### config.mk
export PLATFORM = sky130hd
export DESIGN_NAME = bnn_class_voter
export DESIGN_NICKNAME = d
export VERILOG_FILES = /design/src/rtl/bnn_class_voter.sv
export SDC_FILE = /design/constraint.sdc
export NUM_CORES = 1
export LEC_CHECK = 0
export CAP_MARGIN = 0
export CORE_MARGIN = 2
export CORE_UTILIZATION = 61
export CTS_BUF_LIST = sky130_fd_sc_hd__clkbuf_8
export DETAILED_ROUTE_END_ITERATION = 12
export GPL_ROUTABILITY_DRIVEN = 0
export MAX_ROUTING_LAYER = met4
export PLACE_DENSITY = 0.82
export SLEW_MARGIN = 20
export SYNTH_ARGS = -nofsm -noshare
export SYNTH_HDL_FRONTEND = slang
export SYNTH_SLANG_ARGS = --single-unit
### constraint.sdc
create_clock -name clk -period 6.1 [get_ports clk]
set_clock_uncertainty 0.2 [all_clocks]
set_input_delay 1.525 -clock clk [delete_from_list [all_inputs] [get_ports clk]]
set_output_delay 1.525 -clock clk [all_outputs]
set_load 0.02 [all_outputs]
### src/rtl/bnn_class_voter.sv
// Vote accumulator / argmax output stage for the BNN datapath: counts per-class votes over WINDOW samples
// and hands the winning class out through valid/ready. Optional BNN_VOTER_MARGIN_EN adds the out_margin port.
module bnn_class_voter #(
  parameter int NUM_CLASSES = 4,
  parameter int WINDOW      = 8,
  parameter int CNT_W       = $clog2(WINDOW + 1),
  parameter int IDX_W       = $clog2(NUM_CLASSES)
) (
  input  logic                   clk,
  input  logic                   reset,
  input  logic                   in_valid,
  input  logic [NUM_CLASSES-1:0] in_bits,
  output logic                   in_ready,
  input  logic                   clear,
  output logic                   out_valid,
  input  logic                   out_ready,
  output logic [IDX_W-1:0]       out_class,
  output logic [CNT_W-1:0]       out_votes,
  output logic                   out_tie,
  output logic                   busy
`ifdef BNN_VOTER_MARGIN_EN
  ,
  output logic [CNT_W-1:0]       out_margin
`endif
);

  typedef enum logic [1:0] {ACCUM, DONE, RESULT} state_t;

  state_t           state_q, state_d;
  logic [CNT_W-1:0] vote_q [NUM_CLASSES];
  logic [CNT_W-1:0] vote_d [NUM_CLASSES];
  logic [CNT_W-1:0] sample_q, sample_d;
  logic             valid_q, valid_d;
  logic [IDX_W-1:0] class_q, class_d;
  logic [CNT_W-1:0] votes_q, votes_d;
  logic             tie_q, tie_d;

  logic [IDX_W-1:0] best_idx;
  logic [CNT_W-1:0] best_cnt;
  logic             best_tie;

  // Strict '>' keeps the lowest index on equal counts.
  always_comb begin
    best_idx = '0;
    best_cnt = vote_q[0];
    for (int unsigned k = 1; k < NUM_CLASSES; k++) begin
      if (vote_q[k] > best_cnt) begin
        best_cnt = vote_q[k];
        best_idx = IDX_W'(k);
      end
    end
    best_tie = 1'b0;
    for (int unsigned k = 0; k < NUM_CLASSES; k++) begin
      if ((IDX_W'(k) != best_idx) && (vote_q[k] == best_cnt)) best_tie = 1'b1;
    end
  end

`ifdef BNN_VOTER_MARGIN_EN
  logic [CNT_W-1:0] second_cnt;
  logic [CNT_W-1:0] margin_q, margin_d;

  // Runner-up excludes only the winner, so a tie yields a zero margin.
  always_comb begin
    second_cnt = '0;
    for (int unsigned k = 0; k < NUM_CLASSES; k++) begin
      if ((IDX_W'(k) != best_idx) && (vote_q[k] > second_cnt)) second_cnt = vote_q[k];
    end
  end

  assign out_margin = margin_q;
`endif

  always_comb begin
    state_d  = state_q;
    vote_d   = vote_q;
    sample_d = sample_q;
    valid_d  = valid_q;
    class_d  = class_q;
    votes_d  = votes_q;
    tie_d    = tie_q;
`ifdef BNN_VOTER_MARGIN_EN
    margin_d = margin_q;
`endif
    if (clear) begin
      state_d  = ACCUM;
      vote_d   = '{default: '0};
      sample_d = '0;
      valid_d  = 1'b0;
    end else begin
      unique case (state_q)
        ACCUM: begin
          if (in_valid) begin
            for (int unsigned k = 0; k < NUM_CLASSES; k++) begin
              vote_d[k] = vote_q[k] + CNT_W'(in_bits[k]);
            end
            sample_d = sample_q + 1'b1;
            if (sample_q == CNT_W'(WINDOW - 1)) state_d = DONE;
          end
        end
        DONE: begin
          class_d = best_idx;
          votes_d = best_cnt;
          tie_d   = best_tie;
`ifdef BNN_VOTER_MARGIN_EN
          margin_d = best_tie ? '0 : best_cnt - second_cnt;
`endif
          valid_d = 1'b1;
          state_d = RESULT;
        end
        RESULT: begin
          if (out_ready) begin
            valid_d  = 1'b0;
            vote_d   = '{default: '0};
            sample_d = '0;
            state_d  = ACCUM;
          end
        end
        default: state_d = ACCUM;
      endcase
    end
  end

  always_ff @(posedge clk or posedge reset) begin
    if (reset) begin
      state_q  <= ACCUM;
      vote_q   <= '{default: '0};
      sample_q <= '0;
      valid_q  <= 1'b0;
      class_q  <= '0;
      votes_q  <= '0;
      tie_q    <= 1'b0;
`ifdef BNN_VOTER_MARGIN_EN
      margin_q <= '0;
`endif
    end else begin
      state_q  <= state_d;
      vote_q   <= vote_d;
      sample_q <= sample_d;
      valid_q  <= valid_d;
      class_q  <= class_d;
      votes_q  <= votes_d;
      tie_q    <= tie_d;
`ifdef BNN_VOTER_MARGIN_EN
      margin_q <= margin_d;
`endif
    end
  end

  assign in_ready  = (state_q == ACCUM);
  assign out_valid = valid_q;
  assign out_class = class_q;
  assign out_votes = votes_q;
  assign out_tie   = tie_q;
  assign busy      = (sample_q != '0) | (state_q != ACCUM);

endmodule

==> results of run 1 <==
-- logic make-up after synthesis --
logic type / share of synthesized area, %
AND/OR/NAND/NOR: 22.8
AO/OA/AOI/OAI: 21.2
buffers and inverters: 5.65
flip-flops: 28.7
XOR/XNOR: 7.03
adder cells (fa/ha/maj): 10.0
multiplexers: 4.59
-- metrics by stage --
stage,hold WS (ns),worst slack [ns]
5_1_grt,0.336,0.0248
2_1_floorplan,0.315,0.855
4_1_cts,0.319,0.262
3_3_place_gp,0.300,0.435
6_report,0.314,0.428
3_5_place_dp,0.305,0.275
-- routing by layer --
| metal | vias to the layer above | track usage [%] | share of wire (%) |
|---|---|---|---|
| li1 | 1135 | - | - |
| met1 | 1106 | 39.9 | 44 |
| met2 | 84 | 44.3 | 46 |
| met3 | 19 | 4.65 | 6.3 |
| met4 | 0 | 13.5 | 3.0 |
| met5 | - | - | 0 |
-- cells in the mapped netlist, drive strengths merged (2+ instances only) --
library cell and number:
a2111oi 3, a211oi 4, a21o 4, a21oi 18
a22o 2, a311oi 2, a31oi 2, a32oi 2
and2 2, and3 4, and4 4, buf 4
clkbuf 14, dfrtp 30, ha 21, inv 16
mux2 5, mux2i 6, nand2 16, nand2b 3
nand3 7, nand4 10, nor2 41, nor2b 9
nor3 3, nor4 2, nor4b 2, o211ai 9
o21a 2, o21ai 23, o32ai 2, or2 2
xnor2 12, xor2 9
-- cell usage in the layout, fill, tap and decap left out, types with 2 or more instances in the layout --
cell type,netlist,routed
dfrtp_1,30,29
nand4_1,10,10
nor3_1,3,3
xnor2_1,12,12
o21ai_0,22,22
ha_1,21,21
mux2_2,4,4
nor4b_1,2,2
and4_1,3,3
nor2_1,39,39
nor2b_1,9,9
a22o_1,2,2
a2111oi_0,2,2
a21o_1,3,2
clkdlybuf4s50_1,0,18
o32ai_1,2,2
xor2_1,9,9
buf_4,0,9
inv_1,16,17
a211oi_1,4,4
a31oi_1,2,2
nand2b_1,3,3
o211ai_1,9,9
nand2_1,16,16
a21oi_1,17,16
clkbuf_8,0,6
a311oi_1,2,2
mux2i_1,6,5
nand3_1,7,7
and3_1,3,3
a21o_2,1,2
-- worst paths after layout --
check,startpoint,end,slack (ns),cells past startpoint
setup / recovery,vote_q[15]$_DFFE_PP0P_,out_tie$_DFFE_PP0P_,0.43,22
hold / removal,out_votes[0]$_DFFE_PP0P_,out_votes[0]$_DFFE_PP0P_,0.31,2
setup reg to reg,vote_q[15]$_DFFE_PP0P_,out_tie$_DFFE_PP0P_,0.43,22
hold reg to reg,out_votes[0]$_DFFE_PP0P_,out_votes[0]$_DFFE_PP0P_,0.31,2
max in group asynchronous,reset,vote_q[13]$_DFFE_PP0P_,3.98,3
min in group asynchronous,reset,out_votes[0]$_DFFE_PP0P_,1.42,3
-- where the power goes --
part           internal [uW]  switching, uW
combinational            108            144
sequential               207           13.5
clock                   89.1           73.0
-- sequential cells by signal, indices dropped and copies added (netlist names) --
name	count
out_tie	1
sample_q	4
out_class	2
out_votes	4
out_valid	1
vote_q	16
state_q	2
-- area by class of cell --
cell class,instances,area (um2)
Timing Repair Buffer,27,248
Tap cell,50,62.6
Sequential cell,30,752
Multi-Input combinational cell,241,1730
Clock inverter,2,8.76
Clock buffer,6,82.6
Fill cell,309,1110
Inverter,17,63.8
-- what timing repair did --
action | in CTS | in global routing
endpoints found under the hold margin | 0 | 0
setup endpoints to repair | 0 | 1
buffers inserted | 0 | 0
resized for setup | 0 | 5
-- worst reg2reg max path, delay by kind of cell (launching register included) --
| kind | cells | cell delay, ns |
|---|---|---|
| muxes | 2 | 0.71 |
| adders and majority gates | 3 | 1.00 |
| and+or+nand+nor | 6 | 1.46 |
| buffers and inverters | 2 | 0.30 |
| AOI/OAI and AO/OA | 9 | 1.43 |
| DFF | 1 | 0.44 |
==> flow_summary.ini, run 1 <==
[finish]
final_util_pct = 72.7
layoutNonFillerInstCount = 373
area_growth_pct = 12.8
antenna_cells = 0
post_route_cells_drive_above_1_share_pct = 12.7
nets = 352
finalInstanceArea_um2 = 2950

[detailed_routing]
drt_iter0_markers = 263
routed_wl_um = 6770
wl_per_cell_um = 18.2
ant_nets = 0
drtPass1Iterations = 4
drc = 0
vias = 2344
post_drt_via_cell_ratio = 6.28

[die]
dieArea_um2 = 4830
dieHeight_um = 69.5
die_x_um = 69.5
core_area_um2 = 4060
num_rows = 23
ios = 19
start_util_pct = 64.4

[yosys]
post-synth-top-area-fraction_pct = 28.7
synthesis.area_um2 = 2620
synthFlopType = dfrtp_1
synth-seq-area-share_pct = 28.7
synth_cell_types = 61
synth.avg_cell_area_um2 = 8.55
synth_edf_count = 0
yosysTopAreaCell = dfrtp_1
ys_warn_count = 0
async_flop_share_pct = 100
synthTopCellsByArea = dfrtp_1 (29%), ha_1 (10%), nor2_1 (5.6%)
netlist_instances = 306
syn_nets = 336
ys_ff_latch = 30

[power_and_ir_drop]
power_uw = 634
p_leak_uw = 0.00129
vdd_drop_max_mv = 0.209
cellPowerDensity_nw_per_um2 = 215

[timing]
tightest_slew_ns = 0.928
drv_slew = 0
finalSetupTns_ns = 0
fin_crit_sh_pct = 93.0
rsz0062_at_grt = false
finalHoldViolCount = 0
setup_viol = 0
maxSlewHeadroom_pct = 37.9
final.min_clock_period_ns = 5.67
fmax_ghz = 0.176

[placed_design]
dp.cells = 365
io_buffers = 18
hpwlAfterDp_um = 5000
dpl-instance-area_um2 = 2840

[cts]
numCtsBuffers = 5
clkSlewWorstSetupHoldPaths_ns = 0.06
cts_hold_buf = 0
clk_latency_ns = 0.28
ctsHtreeMaxLevel = 2
cts_root_buffer = clkbuf_8
cts.sinks = 30
clockBufferDepth = 2
cts_tree = done

[grt]
grt.overflow.total = 0
grt_max_degree = 31
grt_pass1_wl_um = 11200
antenna_found_initial = 0
grt_pass1_vias = 2234
grtUsageTotal_pct = 29.7

[setup_path]
path_class = flip-flop to flip-flop
crit_family = simple AND/OR/NAND/NOR gates
critPathRequiredTime_ns = 6.06
worst-path-max-fanout = 7
start_kind = flip-flop
crit_buf_inv = 2
path_cells = inv_1 > ha_1 > and4_1 > a21o_2 > mux2i_2 > ha_1 > a21oi_1 > a21oi_1 > and4_1 > nor4_4 > mux2_2 > ha_1 > nor2b_1 > o211ai_1 > a21oi_2 > buf_4 > nor3_1 > a21oi_1 > nor2b_1 > o31ai_1 > a211oi_1 > o32ai_1
crit_path_top_delay_cell = dfrtp_1
end_kind = flip-flop
arrival_ns = 5.63
max_stage_delay_ns = 0.44

[min_path]
min_path_type = flip-flop to flip-flop

[run_status]
status = complete, no violations

[run]
max_cap_viol_count = 0
No activity file was read; power rests on OpenSTA's default activity.
==> run 2, diff against run 1 <==
CORE_UTILIZATION = 59   (was 61)
CTS_BUF_LIST = unset   (was sky130_fd_sc_hd__clkbuf_8)
PLACE_DENSITY = 0.8   (was 0.82)
==> flow_summary.ini, run 2 (synthesis results as in run 1) <==
[grt]
grt_max_degree = 31
grt_pass1_vias = 2233
antenna_found_initial = 0
grt.overflow.total = 0
grtUsageTotal_pct = 28.9
grt_pass1_wl_um = 11000

[finish]
nets = 355
post_route_cells_drive_above_1_share_pct = 12.0
final_cell_mix = nor2_1 (39), dfrtp_1 (30), o21ai_0 (22)
largest_reg_flops = 16
fillCellCount = 338
final_util_pct = 68.9
area_growth_pct = 13.9
final_common_cell = nor2_1
top_register = vote_q
antenna_cells = 0

[die]
die_x_um = 70.6
dieHeight_um = 70.6
num_rows = 24
dieArea_um2 = 4980
ios = 19
start_util_pct = 60.5
core_area_um2 = 4320

[cts]
cts_tree = done
cts.sinks = 30
clockBufferDepth = 2
cts_resized = 0
ctsHtreeMaxLevel = 2
cts_hold_buf = 0
clk_latency_ns = 0.28
postCtsSetupBuffers = 0
clkSlewWorstSetupHoldPaths_ns = 0.06
cts_root_buffer = clkbuf_8
numCtsBuffers = 5

[timing]
finalSetupTns_ns = 0
rsz0062_at_grt = false
holdWs_ns = 0.295
fin_crit_sh_pct = 92.4
tightest_slew_ns = 0.906
drv_slew = 0
setup_viol = 0
final.min_clock_period_ns = 5.63
maxSlewHeadroom_pct = 39.4
fmax_ghz = 0.177
finalHoldViolCount = 0

[setup_path]
path_cells = inv_1 > ha_1 > and4_1 > a21o_2 > mux2i_1 > ha_1 > a21oi_1 > a21oi_1 > and4_1 > nor4_4 > mux2_2 > ha_1 > nor2b_1 > o211ai_1 > a21o_1 > buf_4 > a41oi_1 > xnor2_1 > nand4b_1 > o32ai_1
max_stage_delay_ns = 0.44
end_kind = flip-flop
path_class = flip-flop to flip-flop
arrival_ns = 5.61
start_kind = flip-flop
critPathRequiredTime_ns = 6.07
crit_top_cell = ha_1
crit_buf_inv = 2
crit_family = compound AO/OA/AOI/OAI gates
worst-path-max-fanout = 11
crit_path_top_delay_cell = dfrtp_1

[detailed_routing]
met3_length_um = 488
drc = 0
ant_nets = 0
dr.max_layer_used = met4
vias = 2389
drtPass1Iterations = 5
wl_per_cell_um = 17.3
routed_wl_um = 6530
post_drt_via_cell_ratio = 6.34
drt_iter0_markers = 146
met1_length_um = 2900
wl_met2_um = 2950

[power_and_ir_drop]
p_leak_uw = 0.00132
vdd_drop_max_mv = 0.153
cellPowerDensity_nw_per_um2 = 224

[run]
max_cap_viol_count = 0

[placed_design]
io_buffers = 18
hpwlAfterDp_um = 4870

[run_status]
status = complete, no violations

[min_path]
min_path_type = flip-flop to flip-flop
## run 2: worst reg2reg max path: stages (launching register included)
cell      delay [ns]
dfrtp_1         0.44
inv_1           0.12
ha_1            0.40
and4_1          0.40
a21o_2          0.21
mux2i_1         0.28
ha_1            0.30
a21oi_1         0.15
a21oi_1         0.07
and4_1          0.25
nor4_4          0.39
mux2_2          0.43
ha_1            0.29
nor2b_1         0.12
o211ai_1        0.11
a21o_1          0.19
buf_4           0.17
a41oi_1         0.38
xnor2_1         0.17
nand4b_1        0.12
o32ai_1         0.34
## run 2: cell type report
class                      instances  area, um2  area share [%]
timing repair buffer              30        270            9.07
sequential                        30        751            25.2
inverter                          17       63.8            2.14
multi-input combinational        241       1720            57.6
clock buffer                       6       82.6            2.77
clock inverter                     1       30.0            1.01
tap                               52       65.1            2.18
## run 2: worst paths after layout
path | startpoint | to | slack, ns | cells past startpoint
worst max-delay path | vote_q[15]$_DFFE_PP0P_ | out_tie$_DFFE_PP0P_ | 0.47 | 20
worst min-delay path | out_votes[1]$_DFFE_PP0P_ | out_votes[1]$_DFFE_PP0P_ | 0.29 | 1
worst max register to register | vote_q[15]$_DFFE_PP0P_ | out_tie$_DFFE_PP0P_ | 0.47 | 20
worst min register to register | out_votes[1]$_DFFE_PP0P_ | out_votes[1]$_DFFE_PP0P_ | 0.29 | 1
max in group asynchronous | reset | vote_q[14]$_DFFE_PP0P_ | 3.98 | 3
min in group asynchronous | reset | out_class[0]$_DFFE_PP0P_ | 1.43 | 3
## run 2: through the flow
step                      cell area [um2]  total power, uW  setup slack, ns  instances
after global routing                 2980              706           0.0204        377
after global placement               2870              459            0.688        370
final                                2980              667            0.465        377
after floorplan                      2620              402            0.855        306
after CTS                            2980              667            0.492        377
after detailed placement             2870              462            0.558        370
## run 2: power by group
group	internal [uW]	switching, uW	total [uW]
Sequential	207	11.4	218
Clock	130	72.3	203
Combinational	107	138	246
## run 2: per-layer routing
metal | global-route usage (%) | up-vias
li1 | - | 1141
met3 | 4.56 | 21
met2 | 43.5 | 112
met1 | 40.0 | 1115
met5 | - | -
met4 | 10.3 | 0
